<file path="src/rtl/rr_arbiter16_pkg.sv">
// Shared sizing constants and FSM encoding for the 16-way round-robin arbiter.
package rr_arbiter16_pkg;

  localparam int N_REQ_DEF    = 16;
  localparam int IDX_W_DEF    = 4;
  localparam int MAX_HOLD_DEF = 255;
  localparam int HOLD_W       = 8;

  typedef enum logic [1:0] {
    ST_IDLE  = 2'd0,
    ST_GRANT = 2'd1,
    ST_GAP   = 2'd2
  } state_t;

endpackage

</file>
<file path="src/rtl/rr_prio_enc16.sv">
// Rotating priority encoder: first set request bit at or above ptr, wrapping to 0.
module rr_prio_enc16
  import rr_arbiter16_pkg::*;
#(
  parameter int N_REQ = N_REQ_DEF,
  parameter int IDX_W = IDX_W_DEF
) (
  input  logic [N_REQ-1:0] req,
  input  logic [IDX_W-1:0] ptr,
  output logic [IDX_W-1:0] idx,
  output logic             found
);

  logic [IDX_W-1:0] cand;

  // Scan from the far end down so the candidate closest to ptr wins last;
  // the IDX_W-bit addition supplies the 15->0 wrap for free.
  always_comb begin
    idx   = '0;
    cand  = '0;
    found = |req;
    for (int i = N_REQ - 1; i >= 0; i--) begin
      cand = ptr + IDX_W'(i);
      if (req[cand]) idx = cand;
    end
  end

endmodule

</file>
<file path="src/rtl/rr_arbiter16.sv">
// Round-robin arbiter over 16 requesters with bounded tenure and a two-cycle
// idle spacing between grants. All outputs are registered.
module rr_arbiter16
  import rr_arbiter16_pkg::*;
#(
  parameter int N_REQ    = N_REQ_DEF,
  parameter int IDX_W    = IDX_W_DEF,
  parameter int MAX_HOLD = MAX_HOLD_DEF
) (
  input  logic             clk,
  input  logic             rst,
  input  logic [N_REQ-1:0] req,
  output logic [N_REQ-1:0] gnt,
  output logic [IDX_W-1:0] gnt_idx,
  output logic             gnt_valid,
  output logic             timeout,
  output state_t           state_dbg
);

  localparam logic [HOLD_W-1:0] HOLD_MAX = HOLD_W'(MAX_HOLD);

  state_t            state_q, state_d;
  logic [IDX_W-1:0]  ptr_q, ptr_d;
  logic [HOLD_W-1:0] hold_q, hold_d;
  logic [N_REQ-1:0]  gnt_d;
  logic [IDX_W-1:0]  idx_d;
  logic              valid_d, timeout_d;
  logic [IDX_W-1:0]  win_idx;
  logic              win_found;
  logic              owner_req, hold_done;

  rr_prio_enc16 #(
    .N_REQ (N_REQ),
    .IDX_W (IDX_W)
  ) u_enc (
    .req   (req),
    .ptr   (ptr_q),
    .idx   (win_idx),
    .found (win_found)
  );

  // Only the current owner's request bit matters during a tenure.
  assign owner_req = req[gnt_idx];
  assign hold_done = (hold_q >= HOLD_MAX);
  assign state_dbg = state_q;

  always_ff @(posedge clk or posedge rst) begin
    if (rst) begin
      state_q   <= ST_IDLE;
      ptr_q     <= '0;
      hold_q    <= '0;
      gnt       <= '0;
      gnt_idx   <= '0;
      gnt_valid <= 1'b0;
      timeout   <= 1'b0;
    end else begin
      state_q   <= state_d;
      ptr_q     <= ptr_d;
      hold_q    <= hold_d;
      gnt       <= gnt_d;
      gnt_idx   <= idx_d;
      gnt_valid <= valid_d;
      timeout   <= timeout_d;
    end
  end

  always_comb begin
    state_d = state_q;
    case (state_q)
      ST_IDLE:  if (win_found) state_d = ST_GRANT;
      ST_GRANT: if (!owner_req || hold_done) state_d = ST_GAP;
      ST_GAP:   state_d = ST_IDLE;
      default:  state_d = ST_IDLE;
    endcase
  end

  // Next values of the registered outputs and datapath; zero unless granting.
  always_comb begin
    gnt_d     = '0;
    idx_d     = '0;
    valid_d   = 1'b0;
    timeout_d = 1'b0;
    hold_d    = hold_q;
    ptr_d     = ptr_q;
    case (state_q)
      ST_IDLE: begin
        if (win_found) begin
          gnt_d[win_idx] = 1'b1;
          idx_d          = win_idx;
          valid_d        = 1'b1;
          hold_d         = HOLD_W'(1);
        end
      end
      ST_GRANT: begin
        if (owner_req && !hold_done) begin
          gnt_d   = gnt;
          idx_d   = gnt_idx;
          valid_d = 1'b1;
          hold_d  = hold_q + 1'b1;
        end else begin
          ptr_d     = gnt_idx + 1'b1;
          timeout_d = owner_req;
        end
      end
      default: ;
    endcase
  end

endmodule

</file>
<file path="config.mk">
export PLATFORM = sky130hd
export DESIGN_NAME = rr_arbiter16
export DESIGN_NICKNAME = d
export VERILOG_FILES = /design/src/rtl/rr_arbiter16_pkg.sv /design/src/rtl/rr_prio_enc16.sv /design/src/rtl/rr_arbiter16.sv
export SDC_FILE = /design/constraint.sdc
export NUM_CORES = 1
export LEC_CHECK = 0
export BUFFER_PORTS_ARGS = -buffer_cell sky130_fd_sc_hd__buf_4
export CAP_MARGIN = 10
export CORE_MARGIN = 5
export CORE_UTILIZATION = 55
export CTS_CLUSTER_SIZE = 14
export DETAILED_ROUTE_END_ITERATION = 10
export PLACE_DENSITY_LB_ADDON = 0.05
export SLEW_MARGIN = 20
export SYNTH_ARGS = -nofsm -noshare
export SYNTH_HDL_FRONTEND = slang
export SYNTH_SLANG_ARGS = --single-unit
</file>
<file path="constraint.sdc">
create_clock -name clk -period 5.1 [get_ports clk]
set_input_delay 0.255 -clock clk [delete_from_list [all_inputs] [get_ports clk]]
set_output_delay 0.255 -clock clk [all_outputs]
set_load 0.02 [all_outputs]
</file>
; ---- Yosys cells after proc, flatten, opt, wreduce, memory -nomap -nowiden
; Cells that the tools add are included.
[totals]
ff_bits = 36
in_bits = 18
output_inout_bits = 24
wordCells = 130
[op_classes]
addsub = 17
magnitude_cmp = 20
n_eq_ne = 5
n_mux = 69
n_bitwise = 1
n_reduce_logical = 11
[op_table]
columns = op, n
row1 = $lt A4 B5 Y1 const B, 18
row2 = $mux W4, 18
row3 = $bmux W1 S4, 17
row4 = $add A4 B4 Y4 const B, 8
row5 = $mux W16, 2
row6 = $pmux W16 S2, 1
row7 = $mux W1, 22
row8 = $add A4 B3 Y4 const B, 4
row9 = $mux W8, 2
row10 = $pmux W8 S2, 1
row11 = $reduce_or A16 Y1, 1
row12 = $add A4 B1 Y4 const B, 2
row13 = $add A4 B2 Y4 const B, 2
row14 = $add A8 B1 Y8 const B, 1
row15 = $ge A8 B8 Y1 const B, 1
row16 = $pmux W4 S2, 1
row17 = $ne A2 B2 Y1 const B, 3
row18 = $demux W1 S4, 1
row19 = $ge A4 B1 Y1 const B, 1
row20 = $mux W2, 2
row21 = $pmux W2 S2, 1
row22 = $reduce_and A2 Y1, 2
row23 = $reduce_and A3 Y1, 1
row24 = $eq A2 B1 Y1 const B, 1
row25 = other kinds (8), 10

; ---- Logic depth before layout (Yosys ltp)
[logic_depth]
depth_word = 25
mapped_depth = 17
depth_no_buf = 11

; ---- Modules after synthesis
; A second synthesis with hierarchy kept.
[hier_totals]
hier_cells = 409
area_unflattened_um2 = 4189.0
[modules_own_cells]
columns = module, instances, cells_each, area_per_inst_um2, seq_area_each_um2
row1 = rr_prio_enc16, 1, 256, 2408.6, 0.0
row2 = rr_arbiter16, 1, 153, 1780.5, 900.9

; ---- Worst setup path after synthesis
; OpenSTA, ideal clock, no wires.
[synth_timing]
path_kind = reg-to-reg
from = register ptr_q[1]
to = register gnt[1]
setup_ns = 0.066
arrival_ns = 3.995
required_ns = 5.034
setup_slack_ns = 1.039
stages_incl_launch_ff = 15
path_buffers = 4
period_less_slack_ns = 4.061
cell_sequence = dfrtp_1 > buf_2 > clkbuf_1 > inv_1 > ha_1 > buf_6 > buf_6 > mux2_2 > mux2_2 > mux4_2 > o41ai_2 > o2111ai_1 > o41ai_2 > a21boi_2 > a22o_1
[synth_via]
elab_chain_len = 25
elab_cells_between_ends = 70
cone_classes = add/sub: 15 / order compare: 2 / mux: 52 / reduce/logical: 1
[synth_rtl]
columns = element, line_no
row1 = start: declaration, rr_arbiter16.sv:23  ; logic [IDX_W-1:0] ptr_q, ptr_d;
row2 = start signal: assignment, rr_arbiter16.sv:58  ; ptr_q <= ptr_d;
row3 = $add A4 B4 Y4, rr_prio_enc16.sv:23  ; cand = ptr + IDX_W'(i);
row4 = $bmux W1 S4, rr_prio_enc16.sv:24  ; if (req[cand]) idx = cand;
row5 = $mux W1 (not written as such), rr_prio_enc16.sv:24
row6 = $mux W4 (15 in a row), rr_prio_enc16.sv:24
row7 = $mux W4 (*), rr_prio_enc16.sv:24
row8 = $lt A4 B5 Y1 (not written as such) or $ge A4 B1 Y1 (tied branches), rr_arbiter16.sv:88  ; gnt_d[win_idx] = 1'b1;
row9 = $logic_and A1 B1 Y1 (not written as such), rr_arbiter16.sv:88
row10 = $mux W1 (not written as such), rr_arbiter16.sv:88
row11 = $demux W1 S4 (*), rr_arbiter16.sv:88
row12 = $mux W16 (*), rr_arbiter16.sv:87  ; if (win_found) begin
row13 = $pmux W16 S2 (*), rr_arbiter16.sv:85  ; case (state_q)
row14 = end signal: assignment, rr_arbiter16.sv:60  ; gnt <= gnt_d;
row15 = end: declaration, rr_arbiter16.sv:13  ; output logic [N_REQ-1:0] gnt,
; Every way passes the cells marked *; elsewhere a longest branch is shown, timed or not. The select of a mux whose other input is x is not followed.
; A chain may end at the register's enable or synchronous reset.

; ---- Worst setup path after layout
[layout_timing]
from = register ptr_q[2]
to = register gnt[13]
; Same word-level chain as after synthesis.

==> parameters.txt <==
Parameter                              Value

Logic synthesis
  Fraction of the mapped netlist area in compound gates ... 0.2050
  Main combinational cell family by area after synthesis ... multiplexers
  Mean instance size in the synthesized netlist ... 9.255 sq um
  Net count of the mapped netlist ... 496
  Adder and majority cell fraction of the synthesized area ... 0.02594
  Seq cells post-synth ... 36
  Post-Synth XOR/XNOR Area ... 0.04410
  Post-synth ARST share ... 1.000
  Mux cell area share after synthesis ... 0.2986
  Synth Cell Area ... 4340 sq um
  Top flip-flop cell by instance count after synthesis ... dfrtp_1
  Number of synthesized flops with an enable pin ... 0
  Sequential fraction of the synthesis area ... 0.2076
  Number of unique standard cell types used by synthesis ... 72
  Synthesized instance count ... 469
  Post-Synth Simple-Gate Area ... 0.1629
  Total number of yosys warnings ... 0

Global route
  Global-route total usage across every layer ... 0.2560
  Global-route wire length before repair ... 20460 um
  Antenna violations before repair ... 0
  GRT overflow ... 0
  Maximum number of pins on one net before global-route repair ... 45
  Via count of the first global-routing pass ... 3835

Finish
  Commonest non-fill, non-tap cells in the layout ... buf_4, nand2_1, mux2i_1
  Storage cell area ... 900.9 sq um
  Antenna fix cells ... 0
  Filler instances ... 687
  Number of nets at the end of the flow ... 518
  Area Growth Syn to Fin ... 9.628%
  Ratio of cells with drive above 1 in the final layout ... 0.2358
  Most frequent standard cell in the layout excluding fill and tap cells ... buf_4
  Multi-input logic area ... 3197 sq um

CTS
  Clock root buffer ... clkbuf_8
  TritonCTS clock tree ... done
  Post-CTS Hold Fix Bufs ... 0
  Number of buffers added for setup after CTS ... 0
  # clock sinks ... 36
  Number of buffers on the longest clock path ... 2
  H-tree depth ... 2
  Number of gates given a new drive strength after cts ... 0
  Insertion delay to the later sink of the worst-skew pair ... 0.28 ns
  CTS clock-pin slew for the worst setup and hold paths ... 0.07 ns
  Num CTS Buffers ... 5

Drt
  Detailed Routing Iterations Pass 1 ... 5
  Routed wirelength normalized by instance count ... 20.88 um
  Detailed-route vias per instance ... 6.879
  # DRC ... 0
  Residual antenna-violating net count after detailed routing ... 0
  Initial DRC count ... 426
  Routed vias ... 4086
  Wire length after detailed routing ... 12400 um

Critical path
  Crit-path cells ... inv_1 -> ha_1 -> inv_1 -> mux4_2 -> mux2i_1 -> nor3_1 -> o211ai_1 -> a31oi_1 -> o41ai_2 -> a21boi_0 -> a22o_1
  RR Startpoint ... ptr_q[2]
  Worst EP required ... 5.27 ns
  Buf+Inv Stages, Crit Path ... 2
  Crit-path leading delay family ... compound AO/OA/AOI/OAI gates
  Maximum fanout count along the critical path ... 13
  Cell with the largest stage delay on the worst path ... o41ai_2
  Arrival time worst endpoint ... 4.60 ns
  Classification of the worst setup path ... flip-flop to flip-flop
  Crit path capture type ... flip-flop
  Startpoint of the worst setup timing path ... ptr_q[2]
  Most frequent cell on the critical path ... inv_1
  Kind of start point of the critical path ... flip-flop
  Critical path's largest stage delay ... 0.70 ns

Floorplan
  Die Height ... 98.84 um
  Starting utilization of the core area ... 0.5646
  Die Footprint ... 9768 sq um
  Placeable core area ... 7687 sq um
  Number of rows in the core area ... 32
  Top-level I/O count ... 42
  Horiz. Die Dim ... 98.84 um

Place
  Port-buffer cells ... 41
  Placement-stage worst setup slack ... 0.8933 ns
  Global placement routability congestion ... 0.9748
  DP HPWL ... 9158 um

STA
  Portion of the clock cycle consumed by the worst path in the final layout ... 0.8691
  F_max ... 0.2256 GHz
  Post-layout min period ... 4.432 ns
  Final setup viols ... 0
  Final worst setup slack ... 0.6678 ns
  Setup_tns ... 0 ns
  Unrepaired setup endpoints after global routing ... false
  Number of pins with negative max-slew slack in the final report ... 0
  Number of failing hold endpoints at the final stage ... 0
  Worst-Margin Slew ... 0.9756 ns
  Final clock skew ... 0.004875 ns
  Remaining max-slew budget at the tightest pin ... 0.3436

Job
  Max-capacitance violation count ... 0

Min path
  Type of the tightest min-delay check ... input port to async pin

Status
  Result of the run ... complete, no violations
-- metrics by stage --
step	area [sq um]	hold WS, ns	cells	util
4_1_cts	4758	0.08704	594	0.6190
3_3_place_gp	4668	0.3877	586	0.6073
5_1_grt	4758	0.1197	594	0.6190
6_report	4758	0.07576	594	0.6190
2_1_floorplan	4340	0.4220	469	-
3_5_place_dp	4668	0.3890	586	0.6073
-- worst paths after layout --
path | to | slack (ns) | cells after the start
min in group clk | gnt[11] | 0.49 | 2
max | gnt[13] | 0.67 | 11
max reg2reg | gnt[13] | 0.67 | 11
max in group asynchronous | gnt[6] | 4.71 | 3
min reg2reg | gnt[11] | 0.49 | 2
min | gnt[5] | 0.08 | 3
-- logic make-up (layout without fill, tap and decap cells) --
kind of cell	Yosys count	count (layout)
XOR/XNOR	21	21
buffers and inverters	53	76
multiplexers	87	87
flip-flops	36	36
AO/OA/AOI/OAI	123	123
AND/OR/NAND/NOR	140	140
adder cells (fa/ha/maj)	9	9
-- sequential cells by signal, indices dropped and copies added (netlist names) --
register,count
ptr_q,4
gnt,16
timeout,1
hold_q,8
gnt_idx,4
gnt_valid,1
state_dbg,2
-- per-layer routing --
layer | track usage | vias up | share of wire
met5 | 0 | - | 0
met4 | 0.05147 | 0 | 0.014
met3 | 0.03539 | 15 | 0.082
met2 | 0.3822 | 228 | 0.45
met1 | 0.3960 | 1993 | 0.45
li1 | - | 1850 | -
-- synthesized netlist by cell type (8+ instances only) --
| library cell | count | area, sq um |
|---|---|---|
| a22o_1 | 9 | 78.83 |
| nor2_1 | 27 | 101.4 |
| mux2i_1 | 38 | 380.4 |
| xor2_1 | 11 | 96.34 |
| mux2_2 | 18 | 202.7 |
| dfrtp_1 | 36 | 900.9 |
| nor3_1 | 17 | 85.08 |
| mux4_2 | 27 | 608.1 |
| xnor2_1 | 9 | 78.83 |
| nand3_1 | 11 | 55.05 |
| o21ai_0 | 15 | 75.07 |
| inv_1 | 15 | 56.30 |
| buf_2 | 8 | 40.04 |
| clkbuf_1 | 18 | 67.56 |
| ha_1 | 9 | 112.6 |
| nand2_1 | 39 | 146.4 |
| a21oi_1 | 29 | 145.1 |
-- final cells by class --
| type | count | area share |
|---|---|---|
| clock buffers | 8 | 0.01893 |
| well taps | 102 | 0.02682 |
| repair buffers | 50 | 0.07889 |
| inverters | 18 | 0.01420 |
| multi-input cells | 380 | 0.6718 |
| flip-flops and latches | 36 | 0.1893 |
-- worst reg2reg max path, cell delays in order, from the launching register on --
cell and delay [ns]:
dfrtp_1 0.38, inv_1 0.38, ha_1 0.52, inv_1 0.32, mux4_2 0.40, mux2i_1 0.55
nor3_1 0.15, o211ai_1 0.23, a31oi_1 0.15, o41ai_2 0.70, a21boi_0 0.27, a22o_1 0.27
Power is not shown: default switching activity piles up to over one toggle a cycle in this logic, so the estimate is an artifact.
